==> src/rtl/jt12_wrq_pkg.sv <==
// Shared types and entry layout for the jt12 write queue.
// The entry is {port, reg, data}; the FSM state enum lives here so the bench and RTL agree.
package jt12_wrq_pkg;

    localparam int ENTRY_W  = 17;
    localparam int PORT_BIT = 16;
    localparam int REG_MSB  = 15;
    localparam int REG_LSB  = 8;
    localparam int DATA_MSB = 7;

    typedef enum logic [2:0] {
        ST_IDLE,
        ST_AWR,
        ST_AGAP,
        ST_DWR,
        ST_SETTLE,
        ST_BWAIT
    } state_t;

    // Width of a down-counter that is loaded with (max of the three limits) - 1.
    function automatic int cnt_width(input int a, input int b, input int c);
        int m;
        m = a;
        if (b > m) m = b;
        if (c > m) m = c;
        return (m < 2) ? 1 : $clog2(m);
    endfunction

endpackage

==> src/rtl/jt12_wrq_fifo.sv <==
// Synchronous FIFO holding queued chip writes; DEPTH must be a power of two.
module jt12_wrq_fifo
    import jt12_wrq_pkg::*;
#(
    parameter int DEPTH = 16,
    parameter int W     = ENTRY_W
) (
    input  logic                     clk_i,
    input  logic                     rst_i,
    input  logic                     push_i,
    input  logic                     pop_i,
    input  logic [W-1:0]             din_i,
    output logic [W-1:0]             dout_o,
    output logic [$clog2(DEPTH):0]   level_o,
    output logic                     full_o,
    output logic                     empty_o
);

    localparam int AW = $clog2(DEPTH);

    logic [W-1:0]  mem_q [DEPTH];
    logic [AW-1:0] wr_ptr_q;
    logic [AW-1:0] rd_ptr_q;
    logic [AW:0]   level_q;
    logic [AW:0]   level_d;
    logic          do_push;
    logic          do_pop;

    assign full_o  = (level_q == (AW+1)'(DEPTH));
    assign empty_o = (level_q == '0);
    assign do_push = push_i & ~full_o;
    assign do_pop  = pop_i & ~empty_o;
    assign dout_o  = mem_q[rd_ptr_q];
    assign level_o = level_q;

    always_comb begin
        level_d = level_q;
        case ({do_push, do_pop})
            2'b10:   level_d = level_q + 1'b1;
            2'b01:   level_d = level_q - 1'b1;
            default: level_d = level_q;
        endcase
    end

    always_ff @(posedge clk_i) begin
        if (rst_i) begin
            wr_ptr_q <= '0;
            rd_ptr_q <= '0;
            level_q  <= '0;
        end else begin
            if (do_push) wr_ptr_q <= wr_ptr_q + 1'b1;
            if (do_pop)  rd_ptr_q <= rd_ptr_q + 1'b1;
            level_q <= level_d;
        end
    end

    always_ff @(posedge clk_i) begin
        if (do_push) mem_q[wr_ptr_q] <= din_i;
    end

endmodule

==> src/rtl/jt12_wrq.sv <==
// Host-side write queue for the jt12 core: FIFO plus an address/data/busy-poll sequencer.
// Optional busy-wait timeout is enabled with JT12_WRQ_TIMEOUT_EN.
//
//   state     | meaning
//   IDLE      | wait for a queued entry, pop it on a cen pulse
//   AWR       | address write, cs_n/wr_n low
//   AGAP      | one cen pulse with cs_n/wr_n high
//   DWR       | data write, cs_n/wr_n low
//   SETTLE    | let the chip raise busy before polling it
//   BWAIT     | poll chip_dout[7] until it reads 0
module jt12_wrq
    import jt12_wrq_pkg::*;
#(
    parameter int DEPTH   = 16,
    parameter int WR_HOLD = 2,
    parameter int SETTLE  = 2,
    parameter int TIMEOUT = 255
) (
    input  logic                    clk,
    input  logic                    rst,
    input  logic                    cen,
    input  logic                    req_valid,
    output logic                    req_ready,
    input  logic                    req_port,
    input  logic [7:0]              req_reg,
    input  logic [7:0]              req_data,
    output logic [1:0]              chip_addr,
    output logic [7:0]              chip_din,
    output logic                    chip_cs_n,
    output logic                    chip_wr_n,
    input  logic [7:0]              chip_dout,
    output logic [$clog2(DEPTH):0]  level,
    output logic                    idle,
    output logic                    timeout_err
);

    localparam int CW = cnt_width(WR_HOLD, SETTLE, TIMEOUT);

    state_t               state_q;
    logic [CW-1:0]        cnt_q;
    logic [8:0]           hold_q;
    logic [1:0]           addr_q;
    logic [7:0]           din_q;
    logic                 cs_n_q;
    logic                 wr_n_q;
    logic [ENTRY_W-1:0]   head;
    logic                 fifo_full;
    logic                 fifo_empty;
    logic                 push;
    logic                 pop;
    logic                 unused_dout;

    assign unused_dout = ^chip_dout[6:0];

    assign req_ready = ~rst & ~fifo_full;
    assign push      = req_valid & req_ready;
    assign pop       = (state_q == ST_IDLE) & cen & ~fifo_empty;

    jt12_wrq_fifo #(
        .DEPTH (DEPTH),
        .W     (ENTRY_W)
    ) u_fifo (
        .clk_i   (clk),
        .rst_i   (rst),
        .push_i  (push),
        .pop_i   (pop),
        .din_i   ({req_port, req_reg, req_data}),
        .dout_o  (head),
        .level_o (level),
        .full_o  (fifo_full),
        .empty_o (fifo_empty)
    );

`ifdef JT12_WRQ_TIMEOUT_EN
    logic err_q;
    assign timeout_err = err_q;
`else
    assign timeout_err = 1'b0;
`endif

    always_ff @(posedge clk) begin
        if (rst) begin
            state_q <= ST_IDLE;
            cnt_q   <= '0;
            hold_q  <= '0;
            addr_q  <= '0;
            din_q   <= '0;
            cs_n_q  <= 1'b1;
            wr_n_q  <= 1'b1;
`ifdef JT12_WRQ_TIMEOUT_EN
            err_q   <= 1'b0;
`endif
        end else if (cen) begin
            case (state_q)
                ST_IDLE: begin
                    if (!fifo_empty) begin
                        hold_q  <= {head[PORT_BIT], head[DATA_MSB:0]};
                        addr_q  <= {head[PORT_BIT], 1'b0};
                        din_q   <= head[REG_MSB:REG_LSB];
                        cs_n_q  <= 1'b0;
                        wr_n_q  <= 1'b0;
                        cnt_q   <= CW'(WR_HOLD - 1);
                        state_q <= ST_AWR;
                    end
                end
                ST_AWR: begin
                    if (cnt_q == '0) begin
                        cs_n_q  <= 1'b1;
                        wr_n_q  <= 1'b1;
                        state_q <= ST_AGAP;
                    end else begin
                        cnt_q <= cnt_q - 1'b1;
                    end
                end
                ST_AGAP: begin
                    addr_q  <= {hold_q[8], 1'b1};
                    din_q   <= hold_q[7:0];
                    cs_n_q  <= 1'b0;
                    wr_n_q  <= 1'b0;
                    cnt_q   <= CW'(WR_HOLD - 1);
                    state_q <= ST_DWR;
                end
                ST_DWR: begin
                    if (cnt_q == '0) begin
                        cs_n_q  <= 1'b1;
                        wr_n_q  <= 1'b1;
                        cnt_q   <= CW'(SETTLE - 1);
                        state_q <= ST_SETTLE;
                    end else begin
                        cnt_q <= cnt_q - 1'b1;
                    end
                end
                ST_SETTLE: begin
                    if (cnt_q == '0) begin
                        cnt_q   <= CW'(TIMEOUT - 1);
                        state_q <= ST_BWAIT;
                    end else begin
                        cnt_q <= cnt_q - 1'b1;
                    end
                end
                ST_BWAIT: begin
                    if (!chip_dout[7]) begin
                        state_q <= ST_IDLE;
                    end
`ifdef JT12_WRQ_TIMEOUT_EN
                    else if (cnt_q == '0) begin
                        err_q   <= 1'b1;
                        state_q <= ST_IDLE;
                    end else begin
                        cnt_q <= cnt_q - 1'b1;
                    end
`endif
                end
                default: begin
                    cs_n_q  <= 1'b1;
                    wr_n_q  <= 1'b1;
                    state_q <= ST_IDLE;
                end
            endcase
        end
    end

    assign chip_addr = addr_q;
    assign chip_din  = din_q;
    assign chip_cs_n = cs_n_q;
    assign chip_wr_n = wr_n_q;
    assign idle      = fifo_empty & (state_q == ST_IDLE);

endmodule

==> config.mk <==
export PLATFORM = sky130hd
export DESIGN_NAME = jt12_wrq
export DESIGN_NICKNAME = d
export VERILOG_FILES = /design/src/rtl/jt12_wrq_pkg.sv /design/src/rtl/jt12_wrq_fifo.sv /design/src/rtl/jt12_wrq.sv
export SDC_FILE = /design/constraint.sdc
export NUM_CORES = 1
export LEC_CHECK = 0
export ABC_CLOCK_PERIOD_IN_PS = 5800
export CORE_ASPECT_RATIO = 2
export CORE_MARGIN = 2
export CORE_UTILIZATION = 61
export DETAILED_ROUTE_END_ITERATION = 6
export MAX_ROUTING_LAYER = met4
export PLACE_DENSITY = 0.8
export SLEW_MARGIN = 20
export SYNTH_ARGS = -nofsm -noshare
export SYNTH_HDL_FRONTEND = slang
export SYNTH_SLANG_ARGS = --single-unit
==> constraint.sdc <==
create_clock -name clk -period 5.8 [get_ports clk]
set_clock_uncertainty 0.1 [all_clocks]
set_input_delay 1.16 -clock clk [delete_from_list [all_inputs] [get_ports clk]]
set_output_delay 1.16 -clock clk [all_outputs]
set_load 0.005 [all_outputs]
==> results of run 1 <==
synthesized netlist by cell type, drive strengths merged, types with 4 or more instances:
| library cell | number |
|---|---|
| a2111oi | 4 |
| a211oi | 14 |
| a21oi | 33 |
| a221oi | 6 |
| a22oi | 13 |
| a31oi | 5 |
| buf | 24 |
| clkbuf | 25 |
| dfxtp | 48 |
| edfxtp | 272 |
| ha | 10 |
| inv | 19 |
| mux2i | 23 |
| mux4 | 56 |
| nand2 | 28 |
| nand2b | 8 |
| nand3b | 8 |
| nand4 | 4 |
| nor2 | 53 |
| nor2b | 17 |
| nor3 | 12 |
| nor4 | 4 |
| o21ai | 9 |
| o22ai | 14 |
| o32ai | 9 |
| o41ai | 7 |
| xnor2 | 4 |
| xor2 | 7 |
power breakdown:
part           switching [mW]  internal (mW)
combinational           0.488          0.443
clock                   0.781           1.09
sequential              0.129           2.59
routing by layer:
layer,up-vias,GRT usage,routed length [µm]
met5,-,-,0
met4,0,0.1034,1016
met3,73,0.02620,1476
met2,305,0.4817,15720
met1,3653,0.2905,9627
li1,3116,-,-
stage by stage:
step	std cells	worst slack (ps)
after CTS	1098	1925
after detailed placement	1050	1526
after floorplan	769	2028
after global placement	1050	1598
after global routing	1098	1790
final	1098	1924
worst paths after layout:
path                            cells past startpoint                      startpoint  slack, ps                             end
worst min-delay path                                2        chip_din[0]$_SDFFE_PP0P_        360        chip_din[0]$_SDFFE_PP0P_
worst max-delay path                                4                             rst       1920                       req_ready
worst max register to register                     10  u_fifo.level_o[2]$_SDFFE_PP0P_       2490  u_fifo.level_o[2]$_SDFFE_PP0P_
worst min register to register                      2        chip_din[0]$_SDFFE_PP0P_        360        chip_din[0]$_SDFFE_PP0P_
critical path, cell delays in order:
cell and delay [ps]:
clkdlybuf4s50_1 450, buf_4 440, a21oi_1 80, clkdlybuf4s50_1 480
cells in the final DEF (no fill, tap or decap), types with 3 or more instances in the layout:
master and n:
or2_2 3, nor4_1 4, nor3_1 8, or3_1 3, clkdlybuf4s50_1 40, a31oi_1 5, mux2i_1 23, a22oi_1 13
and2_1 3, o32ai_1 9, clkinv_1 5, nor2_1 45, buf_4 21, clkbuf_16 27, nand2b_1 8, dfxtp_1 45
nand3_1 3, nor2_2 8, a221oi_1 6, a2111oi_0 4, nand3b_1 8, edfxtp_1 272, clkinv_2 5, nor3_2 4
clkbuf_1 5, a21oi_1 33, o22ai_1 13, o41ai_1 6, nand4_1 4, mux2_2 3, inv_1 19, o21ai_0 8
xor2_1 7, bufinv_16 5, mux4_2 56, xnor2_1 4, nor2b_1 17, ha_1 10, a211oi_1 11, nand2_1 28
sequential cells by signal, indices dropped and copies added (netlist names), named ones only:
signal and cells:
chip_addr 2, chip_din 8, chip_wr_n 1, cnt_q 8, hold_q 9, state_q 3, u_fifo.level_o 5, u_fifo.mem_q 272
u_fifo.rd_ptr_q 4, u_fifo.wr_ptr_q 4
layout make-up:
class / count / area (µm²)
Fill cell: 1283 / 6381
Clock inverter: 15 / 197.7
Clock buffer: 33 / 708.2
Timing Repair Buffer: 61 / 558.0
Sequential cell: 320 / 9138
Inverter: 20 / 75.07
Multi-Input combinational cell: 380 / 3438
Tap cell: 269 / 336.6
kinds of logic after synthesis:
kind of cell | Yosys count
AOI/OAI and AO/OA | 124
xor gates and xnor gates | 11
and+or+nand+nor | 152
adders and majority gates | 10
muxes | 82
other | 1
buffers and inverters | 69
DFF | 320
==> metrics.txt, run 1 <==
Peak VDD IR=approximately 0.28 mV; clk buf depth=3; post-synthesis instance total=approximately 770; diode count=0; Worst Setup Path Type=in2out; Design Power=between 5 and 6 mW; Distinct cells, synth=57; max-slew violation count=0; dpl hpwl=17.85 mm; die height=209.1 µm; number of antenna violations at the first check in global routing=0; Max Fclk=roughly 260 MHz; Synth Register Bits=320; Vias=~7100; Synth Area per Inst=about 17 µm²; area of the core=between 0.02 and 0.025 mm²; worst skew pair latency=540 ps; multiplexer area fraction after synthesis=0.1189; cts bufs inserted=27; pwr/cell area=approximately 380 mW/mm²; die area=about 0.022 mm²; Pre-Repair DR Iteration Count=5; CTS tree=done; Hold Buf Count CTS=0; outcome=complete, no violations; IO Pins=roughly 50; crit path time final=between 3000 and 4000 ps; Compound-Gate Fraction of Synth Area=0.06933; share of layout cells above drive strength 1=0.1737; area delta synth->final=12.62%; YS warnings=0; Synth Area in XOR/XNOR=0.007508; Crit Path Max Fanout=between 40 and 50; Fin. Hold Viols=0; Vias per Instance=around 6.5; cell area after layout=~0.014 mm²; Lkg Pwr=~4.6 nW; Post-synth EDFFs=about 270; period utilization=0.6683; final setup TNS=0 ps; max_cap viols=0; Synth Area in Adders=0.009750; Main synth FF type=edfxtp_1; critical path capture point type=output pin; Total GRT Usage=0.2631; Syn Nets=around 800; TritonCTS Sinks=320; vias in the first global route=roughly 7400; drt total wl=27.84 mm; WL/cell=~25 µm; DRC viols=0; row cnt=75; Clk pin slew, worst setup/hold paths=70 ps; Rel. slew slack=0.3361; register area share after synthesis=0.7114; actual slew at the worst max-slew pin=~1000 ps; Antenna Nets Post-Route=0; placed inst area=~0.014 mm²; Root Buffer=clkbuf_16; setup repair bufs after CTS=0; chip width=106.6 µm; post-synthesis simple-gate area fraction=0.05870; Nets=849; global route total overflow=0; critical path arrival=around 2600 ps; Cell Area, Synth=0.01283 mm²; # resized after CTS=0; initial core utilization=0.6160; initial DRC count=between 800 and 900; first-pass GRT wire length=42.59 mm; leading post-synthesis cells by cell area=edfxtp_1 64%, mux4_2 9.8%, dfxtp_1 7.5%; pin count of the biggest net entering global routing=57; Post-Route Utilization=0.6937; hold slack=between 300 and 400 ps; WP data required=about 4500 ps; H-tree Lvls=1; CP startpoint kind=input port; Synth top area share=0.6365; Hold Path Class=reg2reg; Synth area leader=edfxtp_1; main combinational cell family by area after synthesis=multiplexers; setup violators final=0; FFs w/ async S/R, synth=0; RSZ-0062 raised after global routing=no; Port Buffers=40; GPL Wtd Cong=~0.88
Note: power is estimated with default switching activity, not from simulation.
==> run 2: changes to the inputs <==
Settings changed: ABC_CLOCK_PERIOD_IN_PS 5800 to 3600, CORE_UTILIZATION 61 to 60, PLACE_DENSITY 0.8 to 0.79.
Clock period 5.8 ns to 3.6 ns, I/O delays scaled along.
==> run 2 against run 1 <==
Net effect:
- hold slack got worse by 5.3 ps
- highest routed layer unchanged
- final area increased by 1.4%
- combinational power increased by 70%
- wire length decreased by 0.34%
- critical path depth decreased by 1
- via count increased by 1.1%
- worst setup slack got worse by 1500 ps
- non-clock buffer count increased by 13
- core utilization increased by 0.34 points
- first-iteration DRC count decreased by 12%
==> metrics.txt, run 2 (synthesis results as in run 1) <==
flop-to-flop setup slack=680 ps (-1810 ps); RSZ-0062 raised after global routing=no; vias in the first global route=7337 (-1.5%); pin count of the biggest net entering global routing=48 (-16%); critical path capture point type=output pin; CTS tree=done; Design Power=8.970 mW (+63%); Antenna Nets Post-Route=0 (unchanged); crit path time final=3167 ps; Crit Path Max Fanout=10 (-80%); Vias per Instance=6.507 (about the same); DRC viols=0 (unchanged); Hold Path Class=reg2reg; max FFs per register=272 (unchanged); Root Buffer=clkbuf_16; most common cell after layout, fill and taps aside=edfxtp_1; die area=0.02264 mm² (+1.6%); RR Startpoint=u_fifo.level_o[2]$_SDFFE_PP0P_; TritonCTS Sinks=320 (unchanged); worst skew pair latency=550 ps (about the same); setup repair bufs after CTS=0 (unchanged); setup violators final=0 (unchanged); global route total overflow=0 (unchanged); clk buf depth=3 (unchanged); max-slew violation count=0 (unchanged); Lkg Pwr=4.667 nW (+2.5%); CP startpoint kind=flip-flop; number of antenna violations at the first check in global routing=0 (unchanged); initial DRC count=765 (-12%); Vias=7229 (+1.1%); first-pass GRT wire length=41.96 mm (-1.5%); Port Buffers=40 (unchanged); Peak VDD IR=0.3952 mV (+41%); Nets=861 (+1.4%); worst setup path end=idle; Int Pwr=6.690 mW (+62%); Worst Setup Path Type=reg2out; top flop regs=u_fifo.mem_q x272, hold_q x9; Reg2Reg Capture Point=u_fifo.level_o[4]$_SDFFE_PP0P_; critical path arrival=2350 ps (-270 ps); Fin. Hold Viols=0 (unchanged); cell area after layout=0.01465 mm² (+1.4%); dpl hpwl=18.14 mm (+1.6%); Rel. slew slack=0.2832 (-0.05289); WL/cell=24.97 µm (-1.5%); drt total wl=27.74 mm (-0.34%); area of the core=0.02102 mm² (+0.90%); GPL Wtd Cong=0.8690 (-1.2%); cts bufs inserted=26 (-3.7%); clock network power share=0.338 (about the same); # resized after CTS=0 (unchanged); final setup TNS=0 ps (unchanged); H-tree Lvls=1 (unchanged); Pre-Repair DR Iteration Count=5 (unchanged); Psw=2.280 mW (+63%); Seq pwr share=0.486 (-0.007); cell depth of the worst flop-to-flop path=12 (+2); placed inst area=0.01372 mm² (+1.3%); IO Pins=49 (unchanged); critical path startpoint=u_fifo.level_o[2]$_SDFFE_PP0P_; chip width=107.4 µm (+0.80%); period utilization=0.8797; area delta synth->final=14.19%; Net Sw Frac=0.2542 (+0.0009738); hold slack=357.4 ps (-5.326 ps); outcome=complete, no violations; die height=210.8 µm (+0.82%); diode count=0 (unchanged); pwr/cell area=612.2 mW/mm² (+60%); most frequent cells in the layout=272 x edfxtp_1, 56 x mux4_2, 46 x dfxtp_1; Total GRT Usage=0.2581 (-0.005080); WP data required=2780 ps (-1760 ps); Clk pin slew, worst setup/hold paths=70 ps (about the same); Max Fclk=315.8 MHz; combinational power share=0.176 (+0.007); Hold Buf Count CTS=0 (unchanged); max_cap viols=0 (unchanged); initial core utilization=0.6105 (-0.005500); Reg with most FFs=u_fifo.mem_q; row cnt=75 (unchanged); actual slew at the worst max-slew pin=1074 ps (+77.87 ps); share of layout cells above drive strength 1=0.1912 (+0.01751)
==> run 2: cell types whose count changed in the layout (fill, tap and decap cells not counted), moves of 2 or more <==
cell / before / now
buf_12: 0 / 6
clkbuf_2: 0 / 2
clkinv_1: 5 / 1
clkbuf_16: 27 / 30
buf_4: 21 / 28
bufinv_16: 5 / 3
clkbuf_1: 5 / 2
inv_1: 19 / 21
==> run 2: worst min path at each step <==
| stage | start | endpoint | slack, ps | cells past startpoint |
|---|---|---|---|---|
| 4_1_cts | chip_addr[1]$_SDFFE_PP0P_ | chip_addr[1]$_SDFFE_PP0P_ | 360 | 2 |
| 2_1_floorplan | chip_din[0]$_SDFFE_PP0P_ | chip_din[0]$_SDFFE_PP0P_ | 350 | 2 |
| 3_3_place_gp | chip_din[0]$_SDFFE_PP0P_ | chip_din[0]$_SDFFE_PP0P_ | 340 | 2 |
| 6_report | chip_addr[1]$_SDFFE_PP0P_ | chip_addr[1]$_SDFFE_PP0P_ | 360 | 2 |
| 5_1_grt | chip_din[0]$_SDFFE_PP0P_ | chip_din[0]$_SDFFE_PP0P_ | 380 | 2 |
| 3_5_place_dp | chip_addr[1]$_SDFFE_PP0P_ | chip_addr[1]$_SDFFE_PP0P_ | 350 | 2 |
==> run 2: power groups by stage <==
stage          combinational [mW]  clock (mW)  sequential, mW
2_1_floorplan                1.11           0            4.33
3_3_place_gp                 1.48           0            4.42
3_5_place_dp                 1.56           0            4.44
4_1_cts                      1.57        3.07            4.36
5_1_grt                      1.71        3.19            4.38
6_report                     1.58        3.03            4.36
==> run 2: area by class of cell <==
type / instances / area, µm²
Clock buffer: 36 / 795.8
Inverter: 20 / 75.07
Sequential cell: 320 / 9136
Fill cell: 1313 / 6367
Clock inverter: 12 / 140.1
Tap cell: 269 / 336.6
Multi-Input combinational cell: 380 / 3438
Timing Repair Buffer: 74 / 730.7
==> run 2: through the flow <==
stage / util / std cells / worst slack, ps
2_1_floorplan: - / 769 / 267.8
3_3_place_gp: 0.6526 / 1063 / 439.3
3_5_place_dp: 0.6526 / 1063 / 246.0
4_1_cts: 0.6971 / 1111 / 416.8
5_1_grt: 0.6971 / 1111 / 336.1
6_report: 0.6971 / 1111 / 433.2
==> run 2: critical path, cell delays in order, from the launching register on <==
cell and delay [ps]:
dfxtp_1 410, or4_4 610, nor4_1 240, clkdlybuf4s50_1 540
==> run 2: per-layer routing <==
metal / vias up / global-route usage / wire, µm
met5: - / - / 0
met4: 0 / 0.1057 / 933
met3: 81 / 0.02561 / 1250
met2: 325 / 0.4662 / 15620
met1: 3675 / 0.2902 / 9931
li1: 3148 / - / -
==> run 3: changes to the inputs <==
Settings changed: GPL_ROUTABILITY_DRIVEN set to 0.
==> results of run 3 <==
Final layout, timing and power as in run 2 (identical DEF).
